**src/rtl/serial_subtractor_if.sv**
```systemverilog
// serial_subtractor_if: start/busy/done handshake plus operand and result bus.
// The ovf signal exists only when SERIAL_SUB_OVF_EN is defined.
interface serial_subtractor_if #(parameter int WIDTH = 8);
    logic             start;
    logic [WIDTH-1:0] x;
    logic [WIDTH-1:0] y;
    logic             b_in;
    logic             busy;
    logic             done;
    logic [WIDTH-1:0] d;
    logic             b;
`ifdef SERIAL_SUB_OVF_EN
    logic             ovf;
    modport master (output start, x, y, b_in, input busy, done, d, b, ovf);
    modport slave  (input start, x, y, b_in, output busy, done, d, b, ovf);
`else
    modport master (output start, x, y, b_in, input busy, done, d, b);
    modport slave  (input start, x, y, b_in, output busy, done, d, b);
`endif
endinterface

```
**src/rtl/serial_subtractor.sv**
```systemverilog
// serial_subtractor: computes x - y - b_in, STEP bits per clock, LSB first, with a registered borrow.
// Define SERIAL_SUB_OVF_EN to add the signed-overflow output ovf.
module serial_subtractor #(
    parameter int WIDTH = 8,
    parameter int STEP  = 1
) (
    input logic                clk,
    input logic                rst,
    serial_subtractor_if.slave bus
);
    localparam int N  = WIDTH / STEP;
    localparam int CW = N > 1 ? $clog2(N) : 1;

    if (WIDTH < 2 || STEP < 1 || WIDTH % STEP != 0) begin : g_bad_cfg
        $error("serial_subtractor: WIDTH must be >= 2 and a multiple of STEP");
    end

    typedef enum logic [1:0] {IDLE, RUN, DONE} state_t;

    state_t           state_q, state_d;
    logic [WIDTH-1:0] x_q, x_d, y_q, y_d, r_q, r_d, d_q, d_d, r_nxt;
    logic             bor_q, bor_d, b_q, b_d, bor_nxt;
    logic [CW-1:0]    cnt_q, cnt_d;
    logic             load, fin;

    assign load = (state_q == IDLE || state_q == DONE) && bus.start;
    assign fin  = state_q == RUN && cnt_q == CW'(N - 1);

    // Ripple the borrow through STEP full-subtractor slices; results enter at the MSB end.
    always_comb begin
        bor_nxt = bor_q;
        r_nxt   = r_q >> STEP;
        for (int i = 0; i < STEP; i++) begin
            r_nxt[WIDTH-STEP+i] = x_q[i] ^ y_q[i] ^ bor_nxt;
            bor_nxt = (~x_q[i] & y_q[i]) | (~(x_q[i] ^ y_q[i]) & bor_nxt);
        end
    end

    always_comb begin
        state_d = state_q;
        x_d     = x_q;
        y_d     = y_q;
        r_d     = r_q;
        bor_d   = bor_q;
        cnt_d   = cnt_q;
        d_d     = d_q;
        b_d     = b_q;
        if (load) begin
            state_d = RUN;
            x_d     = bus.x;
            y_d     = bus.y;
            bor_d   = bus.b_in;
            cnt_d   = '0;
        end else if (state_q == RUN) begin
            x_d     = x_q >> STEP;
            y_d     = y_q >> STEP;
            r_d     = r_nxt;
            bor_d   = bor_nxt;
            cnt_d   = cnt_q + CW'(1);
            state_d = fin ? DONE : RUN;
            d_d     = fin ? r_nxt : d_q;
            b_d     = fin ? bor_nxt : b_q;
        end else if (state_q == DONE) begin
            state_d = IDLE;
        end
    end

    always_ff @(posedge clk) begin
        if (rst) begin
            state_q <= IDLE;
            x_q     <= '0;
            y_q     <= '0;
            r_q     <= '0;
            bor_q   <= 1'b0;
            cnt_q   <= '0;
            d_q     <= '0;
            b_q     <= 1'b0;
        end else begin
            state_q <= state_d;
            x_q     <= x_d;
            y_q     <= y_d;
            r_q     <= r_d;
            bor_q   <= bor_d;
            cnt_q   <= cnt_d;
            d_q     <= d_d;
            b_q     <= b_d;
        end
    end

    assign bus.busy = state_q == RUN;
    assign bus.done = state_q == DONE;
    assign bus.d    = d_q;
    assign bus.b    = b_q;

`ifdef SERIAL_SUB_OVF_EN
    // Operand sign bits are kept separately because the x/y registers shift away.
    logic xm_q, xm_d, ym_q, ym_d, ovf_q, ovf_d;

    always_comb begin
        xm_d  = load ? bus.x[WIDTH-1] : xm_q;
        ym_d  = load ? bus.y[WIDTH-1] : ym_q;
        ovf_d = fin ? (xm_q ^ ym_q) & (xm_q ^ r_nxt[WIDTH-1]) : ovf_q;
    end

    always_ff @(posedge clk) begin
        if (rst) begin
            xm_q  <= 1'b0;
            ym_q  <= 1'b0;
            ovf_q <= 1'b0;
        end else begin
            xm_q  <= xm_d;
            ym_q  <= ym_d;
            ovf_q <= ovf_d;
        end
    end

    assign bus.ovf = ovf_q;
`endif
endmodule

```
**src/flat_wrapper.sv**
```systemverilog
// flat-port wrapper written by rule: the top's interface ports become plain ports
module serial_subtractor_flat 
#(
    parameter int WIDTH = 8,
    parameter int STEP  = 1
)
  (clk, rst, bus_start, bus_x, bus_y, bus_b_in, bus_busy, bus_done, bus_d, bus_b);
  serial_subtractor_if #(.WIDTH(WIDTH)) bus_i ();
  input logic clk;
  input logic rst;
  input wire logic [$bits(bus_i.start)-1:0] bus_start;
  input wire logic [$bits(bus_i.x)-1:0] bus_x;
  input wire logic [$bits(bus_i.y)-1:0] bus_y;
  input wire logic [$bits(bus_i.b_in)-1:0] bus_b_in;
  output wire logic [$bits(bus_i.busy)-1:0] bus_busy;
  output wire logic [$bits(bus_i.done)-1:0] bus_done;
  output wire logic [$bits(bus_i.d)-1:0] bus_d;
  output wire logic [$bits(bus_i.b)-1:0] bus_b;
  assign bus_i.start = bus_start;
  assign bus_i.x = bus_x;
  assign bus_i.y = bus_y;
  assign bus_i.b_in = bus_b_in;
  assign bus_busy = bus_i.busy;
  assign bus_done = bus_i.done;
  assign bus_d = bus_i.d;
  assign bus_b = bus_i.b;
  serial_subtractor #(.WIDTH(WIDTH), .STEP(STEP)) u_core (.clk(clk), .rst(rst), .bus(bus_i));
endmodule
```
**config.mk**
```make
export PLATFORM = sky130hd
export DESIGN_NAME = serial_subtractor_flat
export DESIGN_NICKNAME = d
export VERILOG_FILES = /design/src/rtl/serial_subtractor_if.sv /design/src/rtl/serial_subtractor.sv /design/src/flat_wrapper.sv
export SDC_FILE = /design/constraint.sdc
export NUM_CORES = 1
export LEC_CHECK = 0
export BUFFER_PORTS_ARGS = -buffer_cell sky130_fd_sc_hd__buf_2
export CORE_UTILIZATION = 54
export CTS_CLUSTER_DIAMETER = 30
export DETAILED_ROUTE_END_ITERATION = 6
export PLACE_DENSITY = 0.86
export SYNTH_ARGS = -nofsm -noshare
export SYNTH_HDL_FRONTEND = slang
export SYNTH_SLANG_ARGS = --single-unit
```
**constraint.sdc**
```tcl
create_clock -name clk -period 1.6 [get_ports clk]
set_input_delay 0.08 -clock clk [delete_from_list [all_inputs] [get_ports clk]]
set_output_delay 0.08 -clock clk [all_outputs]
set_load 0.005 [all_outputs]
```
# Word level (Yosys, flattened, before mapping)
# Cells that the tools add are included.
[word_totals]
reg_bits = 39
latchBits = 0
mem_bits_rw = 0
romBits = 0
input_bits = 20
memories = 0
[op_classes]
addsub = 1
n_mul = 0
n_div = 0
n_lt_le_gt_ge = 0
eq_ne = 3
n_shift = 0
n_mux = 10
bitwise = 8
n_reduce_logical = 10
[op_table]
columns = ["op", "count"]
rows = [
  ["$mux W8", 4],
  ["$mux W2", 3],
  ["$reduce_bool A2 Y1", 2],
  ["$add A3 B1 Y3 const B", 1],
  ["$eq A3 B3 Y1 const B", 1],
  ["$mux W1", 3],
  ["$not A1 Y1", 3],
  ["$reduce_and A3 Y1", 1],
  ["$reduce_bool A3 Y1", 1],
  ["$and A1 B1 Y1", 2],
  ["$eq A2 B1 Y1 const B", 1],
  ["$eq A2 B2 Y1 const B", 1],
  ["$logic_and A1 B1 Y1", 2],
  ["$logic_not A2 Y1", 1],
  ["$reduce_and A2 Y1", 1],
  ["$reduce_or A2 Y1", 1],
  ["$xor A1 B1 Y1", 2],
  ["$logic_or A1 B1 Y1", 1],
  ["$or A1 B1 Y1", 1],
]

# Depth between registers and ports, before layout
[logic_depth]
word_depth = 6
mapped_depth = 7
depth_no_buf = 5

# Worst setup path before layout
# Ideal clock, no wire load.
[synth_path]
kind = "flip-flop to flip-flop"
startpoint = "register u_core.state_q[1]"
endpoint = "register u_core.state_q[1]"
t_arrival_ns = 1.211
setup_slack_ns = 0.269
stages_incl_launch_ff = 8
path_buffers = 2
cell_sequence = "dfxtp_1 inv_1 ha_1 buf_6 and2_1 buf_4 mux2i_1 nor3_2"
[synth_between]
elab_chain_cells = 4
[synth_rtl]
columns = ["item", "line_no", "text"]
rows = [
  ["from (decl)", "serial_subtractor.sv:20", "state_t state_q, state_d;"],
  ["from (signal assigned)", "serial_subtractor.sv:79", "state_q <= state_d;"],
  ["$eq A2 B1 Y1 *", "n/a", ""],
  ["via bus_busy", "flat_wrapper.sv:15", "output wire logic [$bits(bus_i.busy)-1:0] bus_busy;"],
  ["$logic_and A1 B1 Y1", "serial_subtractor.sv:27", "assign fin = state_q == RUN && cnt_q == CW'(N - 1);"],
  ["$mux W2", "serial_subtractor.sv:60", "state_d = fin ? DONE : RUN;"],
  ["$mux W2", "serial_subtractor.sv:54", "end else if (state_q == RUN) begin"],
]
# Mark *: on every way through the listed nets, which the timed path passes. The rest lies on a longest branch.
# A chain may end at the register's enable or synchronous reset.

# Worst setup path after layout
[layout_path]
startpoint = "register u_core.cnt_q[0]"
endpoint = "register u_core.b_q (netlist: u_core.bus.b)"
[layout_between]
elab_chain_cells = 3
[layout_rtl]
columns = ["item", "line_no", "text"]
rows = [
  ["from (decl)", "serial_subtractor.sv:23", "logic [CW-1:0] cnt_q, cnt_d;"],
  ["from (signal assigned)", "serial_subtractor.sv:84", "cnt_q <= cnt_d;"],
  ["$eq A3 B3 Y1", "serial_subtractor.sv:27", ""],
  ["$logic_and A1 B1 Y1", "serial_subtractor.sv:27", ""],
  ["$reduce_and A3 Y1 (no source line)", "n/a", ""],
  ["to (signal assigned)", "serial_subtractor.sv:77", "b_q <= 1'b0;"],
  ["to (signal assigned)", "serial_subtractor.sv:86", "b_q <= b_d;"],
  ["to (decl)", "serial_subtractor.sv:22", "logic bor_q, bor_d, b_q, b_d, bor_nxt;"],
]
# Every way passes these cells.

==> impl_results.md <==
- Fmax: 682 MHz
- RSZ-0062 raised after global routing: false
- Status: finished with violations
- Post-CTS sizing: 0
- Crit share post-route: about nine tenths
- # DRC: 2
- Startpoint Class: flop
- WHS Path Cells: 3
- Commonest non-fill, non-tap cells in the layout: 38 x dfxtp_1, 30 x buf_2, 24 x mux2i_1
- Hpwl dp: 2040 um
- R2R setup slack: about 0.13 ns
- Syn avg cell area: a little under 10 um^2
- Worst-skew pair later-pin latency: between 0.3 and 0.4 ns
- Ports: 31
- Clock transition at the registers of the reported paths: 0.11 ns
- NumNets Final: 226
- Delay-heaviest family, CP: simple AND/OR/NAND/NOR gates
- Worst path bufs/invs: 0
- Grt ovf: 0
- Layout area overhead: 13.3%
- Worst path required time: 1.87 ns
- Critical Path AT: 1.74 ns
- Antenna violations before repair: 0
- Antenna cells: 0
- Failing checks: DRC
- Crit end category: flop
- IO Port Bufs: 30
- R2r endpoint: u_core.bus.b
- Die W: 57.3 um
- FP Rows: 19
- Post CTS Setup Buffer Count: 0
- Share of cells above drive strength 1: roughly 22%
- P per Cell Area: 987 nW/um^2
- CTS root buffer: clkbuf_4
- Clock sink count: 38
- Vias in the first global route: 1,274
- Max Root-Sink Buffers: 2
- CP max FO: 11
- DR vias/cell: between 5 and 6
- CP max stage cell: and2_1
- #FFs+latches synth: 38
- First-pass GRT wire length: 5220 um
- Commonest non-fill, non-tap cell in the layout: dfxtp_1
- Net count after synthesis: about 190
- Yosys cell types: 27
- Routed via count: around 1.2k
- DR pass1 iterations: 6
- WL per Instance: 12.9 um
- Worst VDD drop: approximately 0.00063 V
- Initial DRC count: 33
- Clock H-tree levels: 2
- Clock skew: 0.0128 ns
- CTS Hold Bufs: 4
- Routed Antenna Nets: 0
- # setup viols final: 0
- Core Area: approximately 2800 um^2
- Critical Path Most Common Cell: ha_1
- Die height: 57.3 um
- TNS Setup: 0 ns
- Die area: about 3300 um^2
- Cells after Synth: 167
- WHS Endpoint: u_core.x_q[2]
- Tot GR Track Use: 21.2%
- Final Hold Viols: 0
- Proportion of synthesized chip area in sequential cells: 46.1%
- Design Power: 1.85 mW
- Crit-path cells: ha_1, ha_1, and2_1, nor2_1, a211oi_2
- Max_cap viols: 0
- Hold_sp: bus_x[2]
- Initial Util: 58.4%
- RD Place Congestion: approximately 0.79
- Cell Area, Synth: 1650 um^2
- Worst min path class: in2reg
- Period minus WS final: 1.47 ns
- Total wire length: 2990 um
- Crit-path max cell delay: 0.38 ns
- CP Class: reg2reg
- Inserted Clock Buffers: 5
- Slew headroom: 55.5%
- CTS tree: done
- WP depth: 5
- Worst slew pin tran: ~0.67 ns
- Largest net degree at the start of global routing: 39
- Lkg Pwr: 0.770 nW
- Worst reg2reg path depth: 5
- Slew Limit Fails: 0
- Ys Warns: 0
- R2R Path Start: u_core.cnt_q[0]
[how the worst max path moves through the flow]
stage / from / end
global route: u_core.cnt_q[0] / u_core.state_q[1]
detailed placement: u_core.cnt_q[0] / u_core.bus.b
global placement: u_core.cnt_q[0] / u_core.state_q[1]
finish: u_core.cnt_q[0] / u_core.bus.b
floorplan: u_core.state_q[1] / u_core.state_q[1]
CTS: u_core.state_q[1] / bus_busy
[synthesized netlist by cell type, drive strengths merged]
library cell,instances,area (um^2)
a21oi,11,55.1
fa,1,20.0
a211oi,15,118
ha,5,62.6
nor3,4,25.0
buf,11,108
nor2b,1,6.26
o211ai,1,7.51
xnor2,1,8.76
nor2,22,82.6
clkbuf,1,3.75
o21ai,1,16.3
nand2,22,85.1
dfxtp,38,761
o221ai,1,8.76
inv,4,15.0
mux2i,24,240
and2,1,6.26
o21a,1,7.51
nand3b,2,15.0
[metal layers]
layer | vias up | wire length [um] | GRT usage [%]
met1 | 565 | 1300 | 23.3
met2 | 20 | 1540 | 37.6
met5 | - | 0 | 0
met3 | 8 | 88 | 4.76
li1 | 643 | - | -
met4 | 0 | 67 | 12.2
[registers in the layout, summed over array words and instances (netlist names)]
register        count
u_core.bor_q        1
u_core.bus.b        1
u_core.bus.d        8
u_core.cnt_q        3
u_core.r_q          7
u_core.state_q      2
u_core.x_q          8
u_core.y_q          8
[area by class of cell]
class | instances | area [um^2]
fill | 230 | 957
multi-input combinational | 113 | 764
sequential | 38 | 761
timing repair buffer | 38 | 233
clock buffer | 7 | 55.1
tap | 31 | 38.8
inverter | 4 | 15.0
clock inverter | 1 | 5.00
[power breakdown]
| part | internal (mW) | leakage, nW | switching (mW) |
|---|---|---|---|
| logic | 0.144 | 0.424 | 0.153 |
| clock network | 0.213 | 0.0353 | 0.306 |
| registers | 1.00 | 0.310 | 0.0308 |
| total | 1.36 | 0.770 | 0.489 |
[metrics by stage]
| stage | utilization [%] | cell area (um^2) | hold WS, ns | worst slack, ns | std cells |
|---|---|---|---|---|---|
| 2_1_floorplan | - | 1650 | 0.216 | 0.269 | 167 |
| 3_3_place_gp | 62.6 | 1770 | 0.328 | 0.240 | 220 |
| 3_5_place_dp | 62.6 | 1770 | 0.339 | 0.157 | 220 |
| 4_1_cts | 66.2 | 1870 | 0.00446 | 0.126 | 232 |
| 5_1_grt | 66.2 | 1870 | 0.0201 | 0.0243 | 232 |
| 6_report | 66.2 | 1870 | 0.0174 | 0.133 | 232 |
[cell families after synthesis]
kind of cell	after synthesis	share of synthesized area (%)
fa+ha+maj	6	5.00
compound gates	30	12.9
mux	24	14.5
flops	38	46.1
simple gates	52	13.3
buf+inv	16	7.65
xor+xnor	1	0.530
[worst register-to-register path, stage by stage (launching register included)]
cell,delay (ns)
dfxtp_1,0.37
ha_1,0.16
ha_1,0.20
and2_1,0.38
nor2_1,0.10
a211oi_2,0.20
Note: power is estimated with default switching activity, not from simulation.
